==> config.mk <==
export PLATFORM = sky130hd
export DESIGN_NAME = fmc_spi_sched
export DESIGN_NICKNAME = d
export VERILOG_FILES = /design/src/rtl/fmc_cfg_pkg.sv /design/src/rtl/fmc_rr_arbiter.sv /design/src/rtl/fmc_spi_sched.sv
export SDC_FILE = /design/constraint.sdc
export NUM_CORES = 1
export LEC_CHECK = 0
export CAP_MARGIN = 20
export CORE_MARGIN = 3
export CORE_UTILIZATION = 35
export DETAILED_ROUTE_END_ITERATION = 7
export PLACE_DENSITY = 0.68
export SYNTH_ARGS = -nofsm -noshare
export SYNTH_HDL_FRONTEND = slang
export SYNTH_HIERARCHICAL = 1
export SYNTH_SLANG_ARGS = --single-unit
export TNS_END_PERCENT = 1
==> constraint.sdc <==
create_clock -name i_clk -period 4.43 [get_ports i_clk]
set_input_delay 0.6645 -clock i_clk [delete_from_list [all_inputs] [get_ports i_clk]]
set_output_delay 0.6645 -clock i_clk [all_outputs]
set_load 0.1 [all_outputs]
==> src/rtl/fmc_cfg_pkg.sv <==
// Shared definitions for the FMC-200A SPI configuration path: command layout,
// the fixed Camera Link base-mode boot ROM and the scheduler state encoding.
package fmc_cfg_pkg;

    localparam int CMD_W        = 16;
    localparam int CMD_FIELD_W  = 8;
    localparam int CMD_ADDR_LSB = 8;
    localparam int CMD_DATA_LSB = 0;

    typedef struct packed {
        logic [CMD_FIELD_W-1:0] addr;
        logic [CMD_FIELD_W-1:0] data;
    } spi_cmd_t;

    localparam int BOOT_LEN = 4;
    localparam logic [CMD_W-1:0] BOOT_ROM [BOOT_LEN] = '{16'h0003, 16'h1530, 16'h0605, 16'h0900};

    typedef enum logic [2:0] {
        IDLE,
        BOOT_ISSUE,
        BOOT_WAIT,
        ARB,
        RUN_WAIT,
        GAP
    } sched_state_t;

endpackage

==> src/rtl/fmc_rr_arbiter.sv <==
// Round-robin pick: first asserted request searching upward from ptr+1, wrapping.
// Purely combinational (zero latency); no backpressure, caller samples the result.
module fmc_rr_arbiter #(
    parameter int NUM_REQ = 3,
    parameter int PW      = (NUM_REQ > 1) ? $clog2(NUM_REQ) : 1
) (
    input  logic [NUM_REQ-1:0] req,
    input  logic [PW-1:0]      ptr,
    output logic [PW-1:0]      gnt,
    output logic               any_vld
);

    logic [PW-1:0] idx;

    // Walk offsets from farthest to nearest so the nearest hit is assigned last.
    always_comb begin
        gnt     = '0;
        any_vld = 1'b0;
        idx     = '0;
        for (int i = NUM_REQ; i >= 1; i--) begin
            idx = PW'((int'(ptr) + i) % NUM_REQ);
            if (req[idx]) begin
                gnt     = idx;
                any_vld = 1'b1;
            end
        end
    end

endmodule

==> src/rtl/fmc_spi_sched.sv <==
// Boots the FMC-200A via its SPI engine, then round-robins runtime requesters onto it.
// Grant/start one cycle after ARB, response one cycle after done; requesters hold valid until ready.
module fmc_spi_sched
    import fmc_cfg_pkg::*;
#(
    parameter int NUM_REQ     = 3,
    parameter int GAP_CYC     = 26,
    parameter int TIMEOUT_CYC = 1024
) (
    input  logic                     i_clk,
    input  logic                     i_rst_n,
    input  logic                     i_init_en,
    input  logic [NUM_REQ-1:0]       i_req_valid,
    input  logic [NUM_REQ*CMD_W-1:0] i_req_cmd,
    output logic [NUM_REQ-1:0]       o_req_ready,
    output logic [NUM_REQ-1:0]       o_rsp_valid,
    output logic [15:0]              o_rsp_data,
    output logic                     o_rsp_err,
    output logic                     o_eng_start,
    output logic [CMD_W-1:0]         o_eng_cmd,
    input  logic                     i_eng_done,
    input  logic [15:0]              i_eng_rdata,
    output logic                     o_boot_done,
    output logic                     o_busy,
    output logic                     o_timeout
);

    localparam int PW = (NUM_REQ > 1) ? $clog2(NUM_REQ) : 1;
    localparam int CW = $clog2(((GAP_CYC > TIMEOUT_CYC) ? GAP_CYC : TIMEOUT_CYC) + 1);
    localparam int IW = $clog2(BOOT_LEN + 1);
    localparam int RW = (BOOT_LEN > 1) ? $clog2(BOOT_LEN) : 1;

    sched_state_t  state;
    logic [PW-1:0] ptr;
    logic [PW-1:0] gnt;
    logic [PW-1:0] arb_gnt;
    logic          arb_any;
    logic [CW-1:0] cnt;
    logic [IW-1:0] idx;
    logic          tmo_hit;
    spi_cmd_t      req_cmd [NUM_REQ];

    for (genvar r = 0; r < NUM_REQ; r++) begin : g_cmd
        assign req_cmd[r] = i_req_cmd[r*CMD_W +: CMD_W];
    end

    fmc_rr_arbiter #(
        .NUM_REQ (NUM_REQ),
        .PW      (PW)
    ) u_arb (
        .req     (i_req_valid),
        .ptr     (ptr),
        .gnt     (arb_gnt),
        .any_vld (arb_any)
    );

    // One counter serves both the watchdog and the SS-high gap; they never overlap.
    assign tmo_hit = (cnt == CW'(TIMEOUT_CYC - 1));

    always_ff @(posedge i_clk) begin
        if (!i_rst_n) begin
            state       <= IDLE;
            ptr         <= PW'(NUM_REQ - 1);
            gnt         <= '0;
            cnt         <= '0;
            idx         <= '0;
            o_req_ready <= '0;
            o_rsp_valid <= '0;
            o_rsp_data  <= '0;
            o_rsp_err   <= 1'b0;
            o_eng_start <= 1'b0;
            o_eng_cmd   <= '0;
            o_boot_done <= 1'b0;
            o_busy      <= 1'b0;
            o_timeout   <= 1'b0;
        end else begin
            o_req_ready <= '0;
            o_rsp_valid <= '0;
            o_eng_start <= 1'b0;
            o_busy      <= 1'b1;
            case (state)
                IDLE: begin
                    o_busy <= i_init_en;
                    if (i_init_en) state <= BOOT_ISSUE;
                end
                BOOT_ISSUE: begin
                    o_eng_start <= 1'b1;
                    o_eng_cmd   <= BOOT_ROM[idx[RW-1:0]];
                    cnt         <= '0;
                    state       <= BOOT_WAIT;
                end
                BOOT_WAIT: begin
                    // A timed-out boot word is dropped and the sequence moves on.
                    if (i_eng_done || tmo_hit) begin
                        if (!i_eng_done) o_timeout <= 1'b1;
                        idx   <= idx + 1'b1;
                        cnt   <= '0;
                        state <= GAP;
                    end else begin
                        cnt <= cnt + 1'b1;
                    end
                end
                GAP: begin
                    if (cnt == CW'(GAP_CYC - 1)) begin
                        cnt <= '0;
                        if (idx < IW'(BOOT_LEN)) begin
                            state <= BOOT_ISSUE;
                        end else begin
                            o_boot_done <= 1'b1;
                            o_busy      <= arb_any;
                            state       <= ARB;
                        end
                    end else begin
                        cnt <= cnt + 1'b1;
                    end
                end
                ARB: begin
                    o_busy <= arb_any;
                    if (arb_any) begin
                        o_req_ready[arb_gnt] <= 1'b1;
                        o_eng_start          <= 1'b1;
                        o_eng_cmd            <= req_cmd[arb_gnt];
                        ptr                  <= arb_gnt;
                        gnt                  <= arb_gnt;
                        cnt                  <= '0;
                        state                <= RUN_WAIT;
                    end
                end
                RUN_WAIT: begin
                    // Done takes priority over a watchdog expiry in the same cycle.
                    if (i_eng_done || tmo_hit) begin
                        o_rsp_valid[gnt] <= 1'b1;
                        o_rsp_err        <= !i_eng_done;
                        o_rsp_data       <= i_eng_done ? i_eng_rdata : 16'h0;
                        if (!i_eng_done) o_timeout <= 1'b1;
                        cnt   <= '0;
                        state <= GAP;
                    end else begin
                        cnt <= cnt + 1'b1;
                    end
                end
                default: state <= IDLE;
            endcase
        end
    end

endmodule
==> flow_summary.html <==
<table>
<tr><th>Metric</th><th>Value</th></tr>
<tr><th colspan="2">Hold path</th></tr>
<tr><td>Start point of the worst min-delay path</td><td>o_eng_cmd[11]$_SDFFE_PN0P_</td></tr>
<tr><td>Class of the most critical hold timing path</td><td>flop to flop</td></tr>
<tr><td>Number of instances on the worst hold path</td><td>2</td></tr>
<tr><td>Hold Crit Endpoint</td><td>o_eng_cmd[11]$_SDFFE_PN0P_</td></tr>
<tr><th colspan="2">Yosys</th></tr>
<tr><td>Post-synthesis cell area</td><td>3210 sq um</td></tr>
<tr><td>Ys async rst share</td><td>0%</td></tr>
<tr><td>Average cell area after synthesis</td><td>8.39 sq um</td></tr>
<tr><td>Netlist cell types</td><td>58</td></tr>
<tr><td>Primary FF master, synth</td><td>dfxtp_1</td></tr>
<tr><td>Total of warnings raised by yosys</td><td>6</td></tr>
<tr><td>Syn Nets</td><td>464</td></tr>
<tr><td>Post-synthesis instance total</td><td>383</td></tr>
<tr><td>Number of flops mapped to enable cells by yosys</td><td>0</td></tr>
<tr><td>Seq cells post-synth</td><td>63</td></tr>
<tr><td>Proportion of synthesized chip area in sequential cells</td><td>39.3%</td></tr>
<tr><th colspan="2">CTS</th></tr>
<tr><td>Clock root buffer master</td><td>clkbuf_8</td></tr>
<tr><td>CTS H-tree lvls</td><td>3</td></tr>
<tr><td>Buffer count from post-CTS setup fixing</td><td>0</td></tr>
<tr><td>Sink count of the clock tree</td><td>63</td></tr>
<tr><td>Number of buffers added by the clock tree synthesis step</td><td>9</td></tr>
<tr><td>Reg clk slew, reported paths</td><td>0.08 ns</td></tr>
<tr><td>Clock latency on the worst-skew pair</td><td>0.35 ns</td></tr>
<tr><td>Post-CTS Hold Buffers</td><td>0</td></tr>
<tr><td>Buffer levels on the longest clock path</td><td>2</td></tr>
<tr><td>Number of gates resized after cts</td><td>0</td></tr>
<tr><td>TritonCTS clock tree</td><td>built</td></tr>
<tr><th colspan="2">Die</th></tr>
<tr><td>Floorplan die area</td><td>10400 sq um</td></tr>
<tr><td>Floorplan die height</td><td>102 um</td></tr>
<tr><td>Count of boundary I/O pins</td><td>114</td></tr>
<tr><td>Count of standard-cell rows</td><td>34</td></tr>
<tr><td>Placeable core region</td><td>8810 sq um</td></tr>
<tr><td>Overall die width</td><td>102 um</td></tr>
<tr><td>Initial core utilization</td><td>36.5%</td></tr>
<tr><th colspan="2">Critical path</th></tr>
<tr><td>Endpoint arrival time on the critical path</td><td>3.40 ns</td></tr>
<tr><td>Type of destination of the critical path</td><td>flop</td></tr>
<tr><td>Crit Path Max Fanout</td><td>21</td></tr>
<tr><td>Crit start category</td><td>flop</td></tr>
<tr><td>Number of cells on the worst reg-to-reg path</td><td>11</td></tr>
<tr><td>Cell chain of the critical path</td><td>inv_1 -&gt; ha_1 -&gt; or2_4 -&gt; o2bb2ai_1 -&gt; a21oi_1 -&gt; buf_4 -&gt; nor2b_1 -&gt; nand2_1 -&gt; o211ai_1 -&gt; o211ai_1 -&gt; a21oi_1</td></tr>
<tr><td>Startpoint of the lowest-slack register-to-register path</td><td>ptr[0]$_SDFFE_PN0P_</td></tr>
<tr><td>Slowest stage delay, CP</td><td>0.76 ns</td></tr>
<tr><td>Cell type of the slowest stage on the worst timing path</td><td>nor2b_1</td></tr>
<tr><td>Crit Path Category</td><td>flop to flop</td></tr>
<tr><td>Internal reg-to-reg setup slack</td><td>1.31 ns</td></tr>
<tr><td>CP required</td><td>4.71 ns</td></tr>
<tr><td>Endpoint of the worst register-to-register path</td><td>o_eng_cmd[8]$_SDFFE_PN0P_</td></tr>
<tr><th colspan="2">Placement</th></tr>
<tr><td>Final Wtd Congestion</td><td>0.886</td></tr>
<tr><td>Placed wire-length estimate after detailed placement</td><td>6780 um</td></tr>
<tr><td>Pre-CTS setup slack</td><td>1.15 ns</td></tr>
<tr><td># port buffers</td><td>113</td></tr>
<tr><th colspan="2">STA</th></tr>
<tr><td>Share of the clock period used by the worst path</td><td>70.5%</td></tr>
<tr><td>Maximum clock skew at final layout</td><td>0.0141 ns</td></tr>
<tr><td>Final critical-path required period</td><td>3.12 ns</td></tr>
<tr><td>Fin. Hold Viols</td><td>0</td></tr>
<tr><td>Number of pins exceeding their max-slew limit in the final report</td><td>0</td></tr>
<tr><td>Worst slack on hold paths</td><td>0.460 ns</td></tr>
<tr><td>Peak clock frequency supported by timing</td><td>320 MHz</td></tr>
<tr><td>Measured slew at the worst slew-check pin</td><td>1.01 ns</td></tr>
<tr><td>Least setup slack across all paths after layout</td><td>1.31 ns</td></tr>
<tr><td>Final setup violating endpoints</td><td>0</td></tr>
<tr><td>Setup Total Neg Slack</td><td>0 ns</td></tr>
<tr><td>Headroom to the max-slew limit</td><td>32.7%</td></tr>
<tr><td>Unrepaired setup endpoints after global routing</td><td>false</td></tr>
<tr><th colspan="2">Finish</th></tr>
<tr><td>Layout fillers</td><td>834</td></tr>
<tr><td>Commonest non-fill, non-tap cell in the layout</td><td>clkdlybuf4s50_1</td></tr>
<tr><td>Number of antenna cells inserted</td><td>0</td></tr>
<tr><td>Net count of the finished layout</td><td>568</td></tr>
<tr><td>Core utilization of the finished layout</td><td>51.9%</td></tr>
<tr><td>Most used cells in the layout excluding fill and tap cells</td><td>clkdlybuf4s50_1, dfxtp_1, nor2_1, nand2_1, a21oi_1</td></tr>
<tr><td>Area growth, synth to finish</td><td>42.2%</td></tr>
<tr><td>Proportion of layout cells with a drive suffix above 1</td><td>6.50%</td></tr>
<tr><th colspan="2">Power</th></tr>
<tr><td>Power density cells</td><td>409 nW/um^2</td></tr>
<tr><td>Maximum vdd ir drop</td><td>0.000193 V</td></tr>
<tr><td>Cell leakage power</td><td>1.61 nW</td></tr>
<tr><th colspan="2">Route</th></tr>
<tr><td>Routed length per placed instance</td><td>15.4 um</td></tr>
<tr><td>Final Routed Wirelength</td><td>9240 um</td></tr>
<tr><td>Antenna-violating nets left</td><td>0</td></tr>
<tr><td>Via density</td><td>5.27</td></tr>
<tr><td>Number of search-and-repair iterations in the first detailed-routing pass</td><td>5</td></tr>
<tr><td>Iteration-0 DRC count of the detailed router</td><td>117</td></tr>
<tr><td>Via count</td><td>3163</td></tr>
<tr><td>Number of design rule violations left after detail routing</td><td>0</td></tr>
<tr><th colspan="2">Global route</th></tr>
<tr><td>Overall global routing resource usage</td><td>17.7%</td></tr>
<tr><td>Number of global-route vias before repair</td><td>3033</td></tr>
<tr><td>Grt total ovfl</td><td>0</td></tr>
<tr><td>Global-route wire length before repair</td><td>14600 um</td></tr>
<tr><td>Number of antenna violations at the first check in global routing</td><td>0</td></tr>
<tr><td>Largest net degree at the start of global routing</td><td>26</td></tr>
<tr><th colspan="2">Run</th></tr>
<tr><td>Max_cap viols</td><td>0</td></tr>
<tr><th colspan="2">Outcome</th></tr>
<tr><td>Result of the run</td><td>completed</td></tr>
</table>
[state kept, by name, indices dropped and copies added (netlist names)]
| register | count |
|---|---|
| o_eng_cmd | 16 |
| o_rsp_data | 16 |
| cnt | 11 |
| idx | 3 |
| o_req_ready | 3 |
| o_rsp_valid | 3 |
| state | 3 |
| ptr | 2 |
| gnt | 1 |
| o_boot_done | 1 |
| o_busy | 1 |
| o_eng_start | 1 |
| o_rsp_err | 1 |
| o_timeout | 1 |
[logic make-up after synthesis]
family | share of synthesized area (%)
AOI/OAI and AO/OA | 21.1
xor gates and xnor gates | 1.36
adders and majority gates | 3.90
buffers and inverters | 5.80
DFF | 39.3
muxes | 5.92
and+or+nand+nor | 22.7
[metal layers]
| metal | up-vias | part of all wire, % | GRT usage (%) |
|---|---|---|---|
| met4 | 0 | 1.4 | 6.44 |
| met2 | 123 | 44 | 28.1 |
| met3 | 8 | 8.3 | 4.34 |
| met5 | - | 0 | 0 |
| li1 | 1568 | - | - |
| met1 | 1464 | 46 | 23.4 |
[cell usage after synthesis (all sizes together), types with 2 or more instances]
master	count	area share, %
nand3	12	1.9
a21boi	2	0.47
a22oi	18	4.2
mux2i	19	5.9
nand3b	4	0.93
xor2	4	1.1
or2	2	0.47
buf	5	1.0
a31oi	4	0.78
nand2b	3	0.58
nor3	9	1.4
o211ai	10	2.3
ha	10	3.9
a221o	3	0.93
nor3b	4	0.93
a41oi	2	0.55
o21ai	24	3.7
nand2	43	5.1
a21oi	27	4.2
o22ai	2	0.82
nor2	45	5.3
inv	12	1.4
clkbuf	20	3.3
dfxtp	63	39
nor2b	7	1.4
nor4	6	1.6
[power breakdown]
group / total [W] / leakage (nW) / internal (W) / switching (W)
Combinational: 0.000715 / 1.01 / 0.000226 / 0.000489
Sequential: 0.000672 / 0.510 / 0.000617 / 0.0000550
Clock: 0.000482 / 0.0888 / 0.000214 / 0.000268
Total: 0.00187 / 1.61 / 0.00106 / 0.000812
[critical path, delay by kind of cell (launching register included)]
kind | cells | cell delay [ns]
simple gates | 3 | 1.14
compound gates | 5 | 0.69
flops | 1 | 0.46
fa+ha+maj | 1 | 0.40
buf+inv | 2 | 0.36
[stage by stage]
stage	cell area [sq um]	power (W)	std cells
after floorplan	3210	0.00120	383
after global placement	4380	0.00140	584
after detailed placement	4380	0.00140	584
after CTS	4570	0.00188	600
after global routing	4570	0.00196	600
final	4570	0.00187	600
[worst max-delay path by stage]
stage / slack (ns) / depth (start not counted) / startpoint / end
final: 1.31 / 11 / ptr[0]$_SDFFE_PN0P_ / o_eng_cmd[8]$_SDFFE_PN0P_
after global routing: 0.95 / 11 / ptr[0]$_SDFFE_PN0P_ / o_eng_cmd[8]$_SDFFE_PN0P_
after CTS: 1.26 / 11 / ptr[0]$_SDFFE_PN0P_ / o_eng_cmd[11]$_SDFFE_PN0P_
after detailed placement: 1.15 / 10 / i_req_valid[0] / o_eng_cmd[8]$_SDFFE_PN0P_
after global placement: 1.32 / 9 / i_req_valid[0] / cnt[4]$_SDFFE_PN0P_
after floorplan: 1.84 / 11 / ptr[0]$_SDFFE_PN0P_ / cnt[4]$_SDFFE_PN0P_
[cell type report]
cell class	instances	area [sq um]	area share (%)
multi-input combinational	282	1770	38.7
sequential	63	1260	27.6
timing repair buffer	118	1170	25.6
tap	108	135	2.96
clock buffer	9	124	2.71
clock inverter	7	61.3	1.34
inverter	13	48.8	1.07
No activity file was read; power rests on OpenSTA's default activity.
